File: src/rtl/writeback_stage_if.sv
// writeback_stage_if: M-stage inputs, register-file write port, PC redirect, retire count and Decode read bypass
interface writeback_stage_if #(
    parameter int DATA_W = 32,
    parameter int ADDR_W = 4,
    parameter int CNT_W  = 16
);
    logic              valid_m;
    logic              reg_write_m;
    logic              mem_to_reg_m;
    logic [ADDR_W-1:0] wa3_m;
    logic [DATA_W-1:0] alu_result_m;
    logic [DATA_W-1:0] read_data_m;
    logic              stall_w;
    logic              flush_w;
    logic              we3;
    logic [ADDR_W-1:0] a3;
    logic [DATA_W-1:0] wd3;
    logic              pc_src_w;
    logic [DATA_W-1:0] pc_target_w;
    logic [CNT_W-1:0]  retire_cnt;
    logic [ADDR_W-1:0] ra1_d;
    logic [ADDR_W-1:0] ra2_d;
    logic [DATA_W-1:0] rd1_rf;
    logic [DATA_W-1:0] rd2_rf;
    logic [DATA_W-1:0] rd1_d;
    logic [DATA_W-1:0] rd2_d;

    modport master (
        output valid_m, reg_write_m, mem_to_reg_m, wa3_m, alu_result_m, read_data_m,
        output stall_w, flush_w, ra1_d, ra2_d, rd1_rf, rd2_rf,
        input  we3, a3, wd3, pc_src_w, pc_target_w, retire_cnt, rd1_d, rd2_d
    );

    modport slave (
        input  valid_m, reg_write_m, mem_to_reg_m, wa3_m, alu_result_m, read_data_m,
        input  stall_w, flush_w, ra1_d, ra2_d, rd1_rf, rd2_rf,
        output we3, a3, wd3, pc_src_w, pc_target_w, retire_cnt, rd1_d, rd2_d
    );
endinterface

File: src/rtl/writeback_stage.sv
// writeback_stage: W pipeline register, result select, R15 redirect with branch-shadow squash, retire counter.
// Optional WB_BYPASS_EN: same-cycle write-through of wd3 onto the Decode read ports.
module writeback_stage #(
    parameter int DATA_W        = 32,
    parameter int ADDR_W        = 4,
    parameter int SHADOW_CYCLES = 2,
    parameter int CNT_W         = 16
) (
    input logic               clk,
    input logic               rst_n,
    writeback_stage_if.slave  wb
);
    typedef enum logic {RUN, SHADOW} state_t;

    state_t            state;
    logic [2:0]        shadow_cnt;
    logic              valid_w;
    logic              done_w;
    logic              reg_write_w;
    logic              mem_to_reg_w;
    logic [ADDR_W-1:0] wa3_w;
    logic [DATA_W-1:0] alu_result_w;
    logic [DATA_W-1:0] read_data_w;
    logic [CNT_W-1:0]  retire_cnt;
    logic              fire;
    logic              is_r15;
    logic              we3;
    logic              pc_src;
    logic [DATA_W-1:0] result;

    assign fire   = valid_w & reg_write_w & ~done_w;
    assign is_r15 = wa3_w == '1;
    assign we3    = fire & ~is_r15;
    assign pc_src = fire & is_r15;
    assign result = mem_to_reg_w ? read_data_w : alu_result_w;

    assign wb.we3         = we3;
    assign wb.a3          = wa3_w;
    assign wb.wd3         = result;
    assign wb.pc_src_w    = pc_src;
    assign wb.pc_target_w = result;
    assign wb.retire_cnt  = retire_cnt;

    // W register and shadow FSM: flush beats stall beats load; a held instruction fires once
    always_ff @(posedge clk or negedge rst_n) begin
        if (!rst_n) begin
            state        <= RUN;
            shadow_cnt   <= '0;
            valid_w      <= 1'b0;
            done_w       <= 1'b0;
            reg_write_w  <= 1'b0;
            mem_to_reg_w <= 1'b0;
            wa3_w        <= '0;
            alu_result_w <= '0;
            read_data_w  <= '0;
        end else if (wb.flush_w) begin
            valid_w    <= 1'b0;
            done_w     <= 1'b0;
            state      <= RUN;
            shadow_cnt <= '0;
        end else if (wb.stall_w) begin
            done_w <= done_w | fire;
        end else begin
            valid_w      <= wb.valid_m & (state == RUN);
            done_w       <= 1'b0;
            reg_write_w  <= wb.reg_write_m;
            mem_to_reg_w <= wb.mem_to_reg_m;
            wa3_w        <= wb.wa3_m;
            alu_result_w <= wb.alu_result_m;
            read_data_w  <= wb.read_data_m;
            if (state == RUN) begin
                if (pc_src) begin
                    state      <= SHADOW;
                    shadow_cnt <= 3'(SHADOW_CYCLES);
                end
            end else begin
                shadow_cnt <= shadow_cnt - 3'd1;
                if (shadow_cnt == 3'd1) state <= RUN;
            end
        end
    end

    // Retire count: an instruction retires when it leaves W neither stalled nor flushed
    always_ff @(posedge clk or negedge rst_n) begin
        if (!rst_n) retire_cnt <= '0;
        else if (valid_w && !wb.stall_w && !wb.flush_w) retire_cnt <= retire_cnt + CNT_W'(1);
    end

`ifdef WB_BYPASS_EN
    assign wb.rd1_d = (we3 && wa3_w == wb.ra1_d) ? result : wb.rd1_rf;
    assign wb.rd2_d = (we3 && wa3_w == wb.ra2_d) ? result : wb.rd2_rf;
`else
    assign wb.rd1_d = wb.rd1_rf;
    assign wb.rd2_d = wb.rd2_rf;
`endif
endmodule

File: src/flat_wrapper.sv
// flat-port wrapper written by rule: the top's interface ports become plain ports
module writeback_stage_flat 
#(
    parameter int DATA_W        = 32,
    parameter int ADDR_W        = 4,
    parameter int SHADOW_CYCLES = 2,
    parameter int CNT_W         = 16
)
  (clk, rst_n, wb_valid_m, wb_reg_write_m, wb_mem_to_reg_m, wb_wa3_m, wb_alu_result_m, wb_read_data_m, wb_stall_w, wb_flush_w, wb_ra1_d, wb_ra2_d, wb_rd1_rf, wb_rd2_rf, wb_we3, wb_a3, wb_wd3, wb_pc_src_w, wb_pc_target_w, wb_retire_cnt, wb_rd1_d, wb_rd2_d);
  writeback_stage_if #(.DATA_W(DATA_W), .ADDR_W(ADDR_W), .CNT_W(CNT_W)) wb_i ();
  input logic clk;
  input logic rst_n;
  input wire logic [$bits(wb_i.valid_m)-1:0] wb_valid_m;
  input wire logic [$bits(wb_i.reg_write_m)-1:0] wb_reg_write_m;
  input wire logic [$bits(wb_i.mem_to_reg_m)-1:0] wb_mem_to_reg_m;
  input wire logic [$bits(wb_i.wa3_m)-1:0] wb_wa3_m;
  input wire logic [$bits(wb_i.alu_result_m)-1:0] wb_alu_result_m;
  input wire logic [$bits(wb_i.read_data_m)-1:0] wb_read_data_m;
  input wire logic [$bits(wb_i.stall_w)-1:0] wb_stall_w;
  input wire logic [$bits(wb_i.flush_w)-1:0] wb_flush_w;
  input wire logic [$bits(wb_i.ra1_d)-1:0] wb_ra1_d;
  input wire logic [$bits(wb_i.ra2_d)-1:0] wb_ra2_d;
  input wire logic [$bits(wb_i.rd1_rf)-1:0] wb_rd1_rf;
  input wire logic [$bits(wb_i.rd2_rf)-1:0] wb_rd2_rf;
  output wire logic [$bits(wb_i.we3)-1:0] wb_we3;
  output wire logic [$bits(wb_i.a3)-1:0] wb_a3;
  output wire logic [$bits(wb_i.wd3)-1:0] wb_wd3;
  output wire logic [$bits(wb_i.pc_src_w)-1:0] wb_pc_src_w;
  output wire logic [$bits(wb_i.pc_target_w)-1:0] wb_pc_target_w;
  output wire logic [$bits(wb_i.retire_cnt)-1:0] wb_retire_cnt;
  output wire logic [$bits(wb_i.rd1_d)-1:0] wb_rd1_d;
  output wire logic [$bits(wb_i.rd2_d)-1:0] wb_rd2_d;
  assign wb_i.valid_m = wb_valid_m;
  assign wb_i.reg_write_m = wb_reg_write_m;
  assign wb_i.mem_to_reg_m = wb_mem_to_reg_m;
  assign wb_i.wa3_m = wb_wa3_m;
  assign wb_i.alu_result_m = wb_alu_result_m;
  assign wb_i.read_data_m = wb_read_data_m;
  assign wb_i.stall_w = wb_stall_w;
  assign wb_i.flush_w = wb_flush_w;
  assign wb_i.ra1_d = wb_ra1_d;
  assign wb_i.ra2_d = wb_ra2_d;
  assign wb_i.rd1_rf = wb_rd1_rf;
  assign wb_i.rd2_rf = wb_rd2_rf;
  assign wb_we3 = wb_i.we3;
  assign wb_a3 = wb_i.a3;
  assign wb_wd3 = wb_i.wd3;
  assign wb_pc_src_w = wb_i.pc_src_w;
  assign wb_pc_target_w = wb_i.pc_target_w;
  assign wb_retire_cnt = wb_i.retire_cnt;
  assign wb_rd1_d = wb_i.rd1_d;
  assign wb_rd2_d = wb_i.rd2_d;
  writeback_stage #(.DATA_W(DATA_W), .ADDR_W(ADDR_W), .SHADOW_CYCLES(SHADOW_CYCLES), .CNT_W(CNT_W)) u_core (.clk(clk), .rst_n(rst_n), .wb(wb_i));
endmodule
File: config.mk
export PLATFORM = sky130hd
export DESIGN_NAME = writeback_stage_flat
export DESIGN_NICKNAME = d
export VERILOG_FILES = /design/src/rtl/writeback_stage_if.sv /design/src/rtl/writeback_stage.sv /design/src/flat_wrapper.sv
export SDC_FILE = /design/constraint.sdc
export NUM_CORES = 1
export LEC_CHECK = 0
export BUFFER_PORTS_ARGS = -buffer_cell sky130_fd_sc_hd__buf_2
export CAP_MARGIN = 20
export CORE_ASPECT_RATIO = 1.2
export CORE_MARGIN = 2
export CORE_UTILIZATION = 25
export CTS_CLUSTER_DIAMETER = 200
export CTS_CLUSTER_SIZE = 20
export DETAILED_ROUTE_END_ITERATION = 8
export SETUP_SLACK_MARGIN = 0.2
export SYNTH_ARGS = -nofsm -noshare
export SYNTH_HDL_FRONTEND = slang
export SYNTH_SLANG_ARGS = --single-unit
File: constraint.sdc
create_clock -name clk -period 2.1 [get_ports clk]
set_clock_uncertainty 0.15 [all_clocks]
set_input_delay 0.42 -clock clk [delete_from_list [all_inputs] [get_ports clk]]
set_output_delay 0.42 -clock clk [all_outputs]
set_load 0.01 [all_outputs]
==> results of run 1 <==
==> cells in the final DEF (no fill, tap or decap), types with 4 or more instances in the layout <==
master	Yosys	layout
nand3_1	8	8
buf_12	0	5
nor2_1	8	7
inv_1	4	4
buf_2	7	115
xor2_1	7	7
xnor2_1	8	8
clkbuf_16	0	9
buf_4	96	8
dfrtp_1	92	90
mux2_4	0	22
a21oi_1	5	5
nand2_1	9	9
mux2_2	104	82
buf_6	1	47
==> worst max-delay path, delay by kind of cell (launching register included) <==
| kind | cells | cell delay, ns |
|---|---|---|
| buffers and inverters | 3 | 0.39 |
| flip-flops | 1 | 0.44 |
| multiplexers | 1 | 0.33 |
==> registers in the layout (all words and copies together), names as in the netlist <==
signal                cells
u_core.alu_result_w      32
u_core.done_w             1
u_core.mem_to_reg_w       1
u_core.read_data_w       32
u_core.reg_write_w        1
u_core.shadow_cnt         3
u_core.state              1
u_core.valid_w            1
u_core.wb.a3              4
u_core.wb.retire_cnt     16
==> power by group through the flow <==
stage               registers (mW)  clock network [mW]  logic [mW]
finish                        2.16                1.77        1.57
global route                  2.19                1.92        1.68
CTS                           2.16                1.84        1.24
detailed placement            2.19                   0        1.18
global placement              2.17                   0        1.17
floorplan                     2.16                   0       0.971
==> what timing repair did <==
item	in CTS	in global routing
setup buffers	4	5
gates cloned	1	0
hold buffers	1	0
pin swaps	2	1
gates resized for setup	9	70
hold endpoints to repair	9	0
setup endpoints to repair	66	66
==> per-stage QoR <==
step | total power [mW] | instances
floorplan | 3.13 | 379
global placement | 3.34 | 692
detailed placement | 3.37 | 692
CTS | 5.24 | 714
global route | 5.80 | 719
finish | 5.50 | 720
==> metal layers <==
metal / vias up / routed length, um / global-route usage (%) / share of wire [%]
met3: 52 / 930 / 4.05 / 8.8
met1: 1443 / 3810 / 10.5 / 36
met4: 2 / 505 / 6.76 / 4.8
li1: 1353 / - / - / -
met5: - / 11 / 0 / 0.10
met2: 134 / 5280 / 17.6 / 50
==> how the worst min path moves through the flow <==
stage,from,endpoint,slack (ns),cells after the start
5_1_grt,wb_reg_write_m,u_core.reg_write_w,0.14,2
3_5_place_dp,rst_n,u_core.alu_result_w[29],0.12,1
2_1_floorplan,rst_n,u_core.alu_result_w[0],-0.03,0
6_report,wb_alu_result_m[13],u_core.alu_result_w[13],0.16,2
4_1_cts,wb_alu_result_m[13],u_core.alu_result_w[13],0.14,2
3_3_place_gp,rst_n,u_core.alu_result_w[29],0.12,1
==> cell families (layout without fill, tap and decap cells) <==
logic type                 Yosys count  after routing  share of synthesized area, %
buffers and inverters              113            197                          16.9
muxes                              104            104                          24.7
DFF                                 92             92                          48.7
and+or+nand+nor                     41             41                          4.71
xor gates and xnor gates            15             15                          2.78
AOI/OAI and AO/OA                   11             11                          1.40
adders and majority gates            3              3                         0.793
other                                0              1                             0
==> area by class of cell <==
| cell class | instances | area, um2 | share of cell area, % |
|---|---|---|---|
| multi-input cells | 174 | 1740 | 28.9 |
| well taps | 256 | 320 | 5.34 |
| clock buffers | 12 | 246 | 4.11 |
| inverters | 4 | 15.0 | 0.250 |
| flip-flops and latches | 92 | 2300 | 38.4 |
| repair buffers | 177 | 1300 | 21.7 |
| diodes | 1 | 2.50 | 0.0417 |
| clock inverters | 4 | 72.6 | 1.21 |
==> impl_metrics.yaml, run 1 <==
clock_network:
  clkLatencyLatePin_ns: 0.34
  clk_pin_slew_ns: 0.07
  tritoncts: "yes"
  clock_path_buffers: 2
  htreeDepth: 3
  clockRootBuffer: "clkbuf_16"
  cts_num_sinks: 92
  cts-buffers-inserted: 9
power:
  swShare_pct: 26.8
  pwr-share-seq_pct: 39.3
  combPwrFrac_pct: 28.6
  clkPwrFrac_pct: 32.1
  internal-power_mw: 4.03
  p_per_area_nw_per_um2: 916
  ir_worst_vdd_v: 0.000451
  p_leak_nw: 2.80
  switchingPower_mw: 1.47
timing:
  slew_headroom_pct: 75.0
  finalSetupViolCount: 0
  drv_slew: 0
  tightestPinTransition_ns: 0.376
  worst_slack_ns: 0.0404
  hold_violations: 0
  holdWs_ns: 0.156
  fin_crit_ns: 2.06
  finalSetupTns_ns: 0
  fin_crit_sh_pct: 98.1
  rsz0062_at_grt: "yes"
  max_freq_mhz: 486
placed_design:
  gp_congestion: 0.708
  place_area_um2: 5170
  port_buffers: 160
  dp_hpwl_um: 7400
  place_ws_ns: 0.235
synthesis:
  synthFlopType: "dfrtp_1"
  synth_edf_count: 0
  yosysMostFrequentCell: "mux2_2"
  synthTopCellsByArea: "dfrtp_1 (49%), mux2_2 (25%), buf_4 (15%)"
  syn-num-nets: 529
  yosysTopAreaCellShare_pct: 48.7
  synth_common_cells: "mux2_2 (104), buf_4 (96), dfrtp_1 (92)"
  syn_avg_cell_area_um2: 12.5
  synth_top_area_cell: "dfrtp_1"
  synth_cell_types: 25
  ys_warn_count: 0
  async_flop_share_pct: 100
  syn_area_um2: 4730
  synthCells: 379
  ys_ff_latch: 92
  seq_area_frac_synth_pct: 48.7
floorplanning:
  rows: 55
  start_util_pct: 25.3
  die_y_um: 155
  dieArea_um2: 20000
  core-area_um2: 18700
  pin_count: 297
  die_x_um: 130
detailed_routing:
  via_count: 2984
  viasPerCell: 4.14
  routed_wl_um: 10500
  drt-initial-drc-count: 110
  drc: 0
  wl_per_cell_um: 14.6
  first_pass_iters: 4
  ant_nets: 0
setup_path:
  crit_start: "u_core.mem_to_reg_w"
  critPathLaunchType: "register"
  r2r_start: "u_core.valid_w"
  crit_fanout: 8
  r2r_slack_ns: 0.53
  regToRegEndpoint: "u_core.wb.retire_cnt[13]"
  required_ns: 1.53
  critPathKind: "reg2out"
  cp.arrival_ns: 1.49
  crit_path_end: "wb_wd3[3]"
  reg2regPathDepth: 4
  slowest_delay_ns: 0.44
  path_cells: "buf_6, buf_12, mux2_4, buf_6"
  crit_path_end_kind: "primary output"
  crit_path_top_delay_cell: "dfrtp_2"
  cpMostUsedCell: "buf_6"
layout:
  final_nets: 608
  layout-drive-gt1-share_pct: 65.0
  n_fill_cell: 1918
  syn_to_final_growth_pct: 26.8
  utilization_pct: 32.1
  design_area_um2: 6000
global_routing:
  grt_overflow: 0
  grt_util_all_layers_pct: 10.4
  grt_max_degree: 55
  grt_pass1_vias: 3126
  antenna_found_initial: 2
  grt_pass1_wl_um: 16000
flow_run:
  maxCapViolCount: 0
hold_path:
  hold_class: "in2reg"
run_status:
  outcome: "completed"
(Power assumes the default switching activity.)
==> run 2: changes to the inputs <==
--- a/config.mk
+++ b/config.mk
@@ -9,10 +9,12 @@
 export CAP_MARGIN = 20
 export CORE_ASPECT_RATIO = 1.2
 export CORE_MARGIN = 2
-export CORE_UTILIZATION = 25
+export CORE_UTILIZATION = 35
 export CTS_CLUSTER_DIAMETER = 200
 export CTS_CLUSTER_SIZE = 20
 export DETAILED_ROUTE_END_ITERATION = 8
+export HOLD_SLACK_MARGIN = 0.03
+export PLACE_DENSITY = 0.68
 export SETUP_SLACK_MARGIN = 0.2
 export SYNTH_ARGS = -nofsm -noshare
 export SYNTH_HDL_FRONTEND = slang
==> impl_metrics.yaml, run 2 (synthesis results as in run 1) <==
clock_network:
  clk_pin_slew_ns: 0.07
  cts-buffers-inserted: 9
  clockRootBuffer: "clkbuf_16"
  clock_path_buffers: 2
  clkLatencyLatePin_ns: 0.33
  cts_num_sinks: 92
  tritoncts: "yes"
  htreeDepth: 3
layout:
  syn_to_final_growth_pct: 22.3
  layout_common_cells: "buf_2 (127), dfrtp_1 (90), mux2_2 (87), buf_6 (34), mux2_4 (17)"
  design_area_um2: 5790
  n_fill_cell: 1249
  regArea_um2: 2300
  final_nets: 608
  multiInputGateArea_um2: 1710
  utilization_pct: 43.7
  layout-drive-gt1-share_pct: 64.9
  final_common_cell: "buf_2"
  top_regs: "u_core.alu_result_w: 32 flops, u_core.read_data_w: 32 flops, u_core.wb.retire_cnt: 16 flops"
detailed_routing:
  wl_per_cell_um: 18.5
  routed_wl_um: 11700
  drc: 0
  via_count: 3074
  ant_nets: 0
  drt-initial-drc-count: 78
  viasPerCell: 4.86
  first_pass_iters: 4
hold_path:
  hold_class: "in2reg"
  hold_start: "wb_alu_result_m[26]"
  min_path_cells: 2
  holdPathEnd: "u_core.alu_result_w[26]"
placed_design:
  place_ws_ns: 0.169
  dp_hpwl_um: 8330
  port_buffers: 160
  place_area_um2: 5070
  gp_congestion: 0.805
timing:
  drv_slew: 0
  fin_crit_ns: 2.07
  worst_slack_ns: 0.0284
  fin_crit_sh_pct: 98.6
  max_freq_mhz: 483
  rsz0062_at_grt: "yes"
  slew_headroom_pct: 74.1
  tightestPinTransition_ns: 0.385
  hold_violations: 0
  finalSetupViolCount: 0
  finalSetupTns_ns: 0
power:
  p_leak_nw: 2.74
  totalPowerFinal_mw: 5.39
  p_per_area_nw_per_um2: 931
  ir_worst_vdd_v: 0.000419
floorplanning:
  core-area_um2: 13200
  dieArea_um2: 14500
  die_x_um: 110
  pin_count: 297
  die_y_um: 131
  start_util_pct: 35.7
  rows: 46
global_routing:
  grt_pass1_vias: 3372
  grt_util_all_layers_pct: 16.3
  grt_pass1_wl_um: 17900
  grt_max_degree: 56
  grt_overflow: 0
  antenna_found_initial: 3
setup_path:
  r2r_slack_ns: 0.41
  required_ns: 1.53
  crit_path_end_kind: "primary output"
  reg2regPathDepth: 4
  critPathKind: "reg2out"
  critPathLaunchType: "register"
  crit_fanout: 8
  r2r_start: "u_core.valid_w"
  regToRegEndpoint: "u_core.wb.retire_cnt[15]"
  cp.arrival_ns: 1.50
flow_run:
  maxCapViolCount: 0
run_status:
  outcome: "completed"
[run 2: changes by cell type in the layout (fill, tap and decap cells not counted), moves of 2 or more]
cell,change
diode_2,+2
buf_2,+12
buf_6,-13
mux2_2,+5
mux2_4,-5
[run 2: metal layers]
layer	share of wire [%]	vias to the layer above	GRT usage [%]
met5	0	-	0
met4	6.0	0	10.6
met3	8.8	63	5.95
met2	49	116	26.6
met1	36	1538	17.2
li1	-	1357	-
[run 2: worst max-delay path by stage]
stage / from / end / cells past startpoint
after detailed placement: wb_flush_w / u_core.wb.retire_cnt[15] / 5
after floorplan: u_core.mem_to_reg_w / wb_wd3[10] / 4
final: u_core.mem_to_reg_w / wb_pc_target_w[5] / 4
after CTS: u_core.mem_to_reg_w / wb_pc_target_w[27] / 4
after global placement: wb_flush_w / u_core.wb.retire_cnt[13] / 5
after global routing: u_core.mem_to_reg_w / wb_wd3[27] / 4
[run 2: worst max-delay path, stage by stage (launching register included)]
cell	delay [ns]
dfrtp_2	0.44
buf_6	0.14
buf_16	0.14
mux2_4	0.32
buf_6	0.13
[run 2: power breakdown]
group          switching (mW)  total, mW  internal [mW]
combinational           0.647       1.52          0.872
clock                   0.665       1.70           1.04
sequential              0.159       2.16           2.00
[run 2: area by class of cell]
cell class	count	area share, %
tap	168	3.63
sequential	92	39.8
multi-input combinational	174	29.6
inverter	4	0.259
antenna	3	0.130
clock inverter	4	1.30
clock buffer	11	4.02
timing repair buffer	177	21.3
[run 2: what timing repair did]
action                                  CTS  global route
hold buffers                              1             0
gates cloned                              2             0
endpoints found under the setup margin   65            66
hold endpoints to repair                 22             0
buffers inserted                          2             5
pin swaps                                 0             2
resized for setup                         4            58
[run 2: metrics by stage]
step / hold WS (ns) / cells
final: 0.163 / 633
after global routing: 0.151 / 630
after CTS: 0.149 / 625
after detailed placement: 0.208 / 605
after global placement: 0.205 / 605
after floorplan: -0.0256 / 379
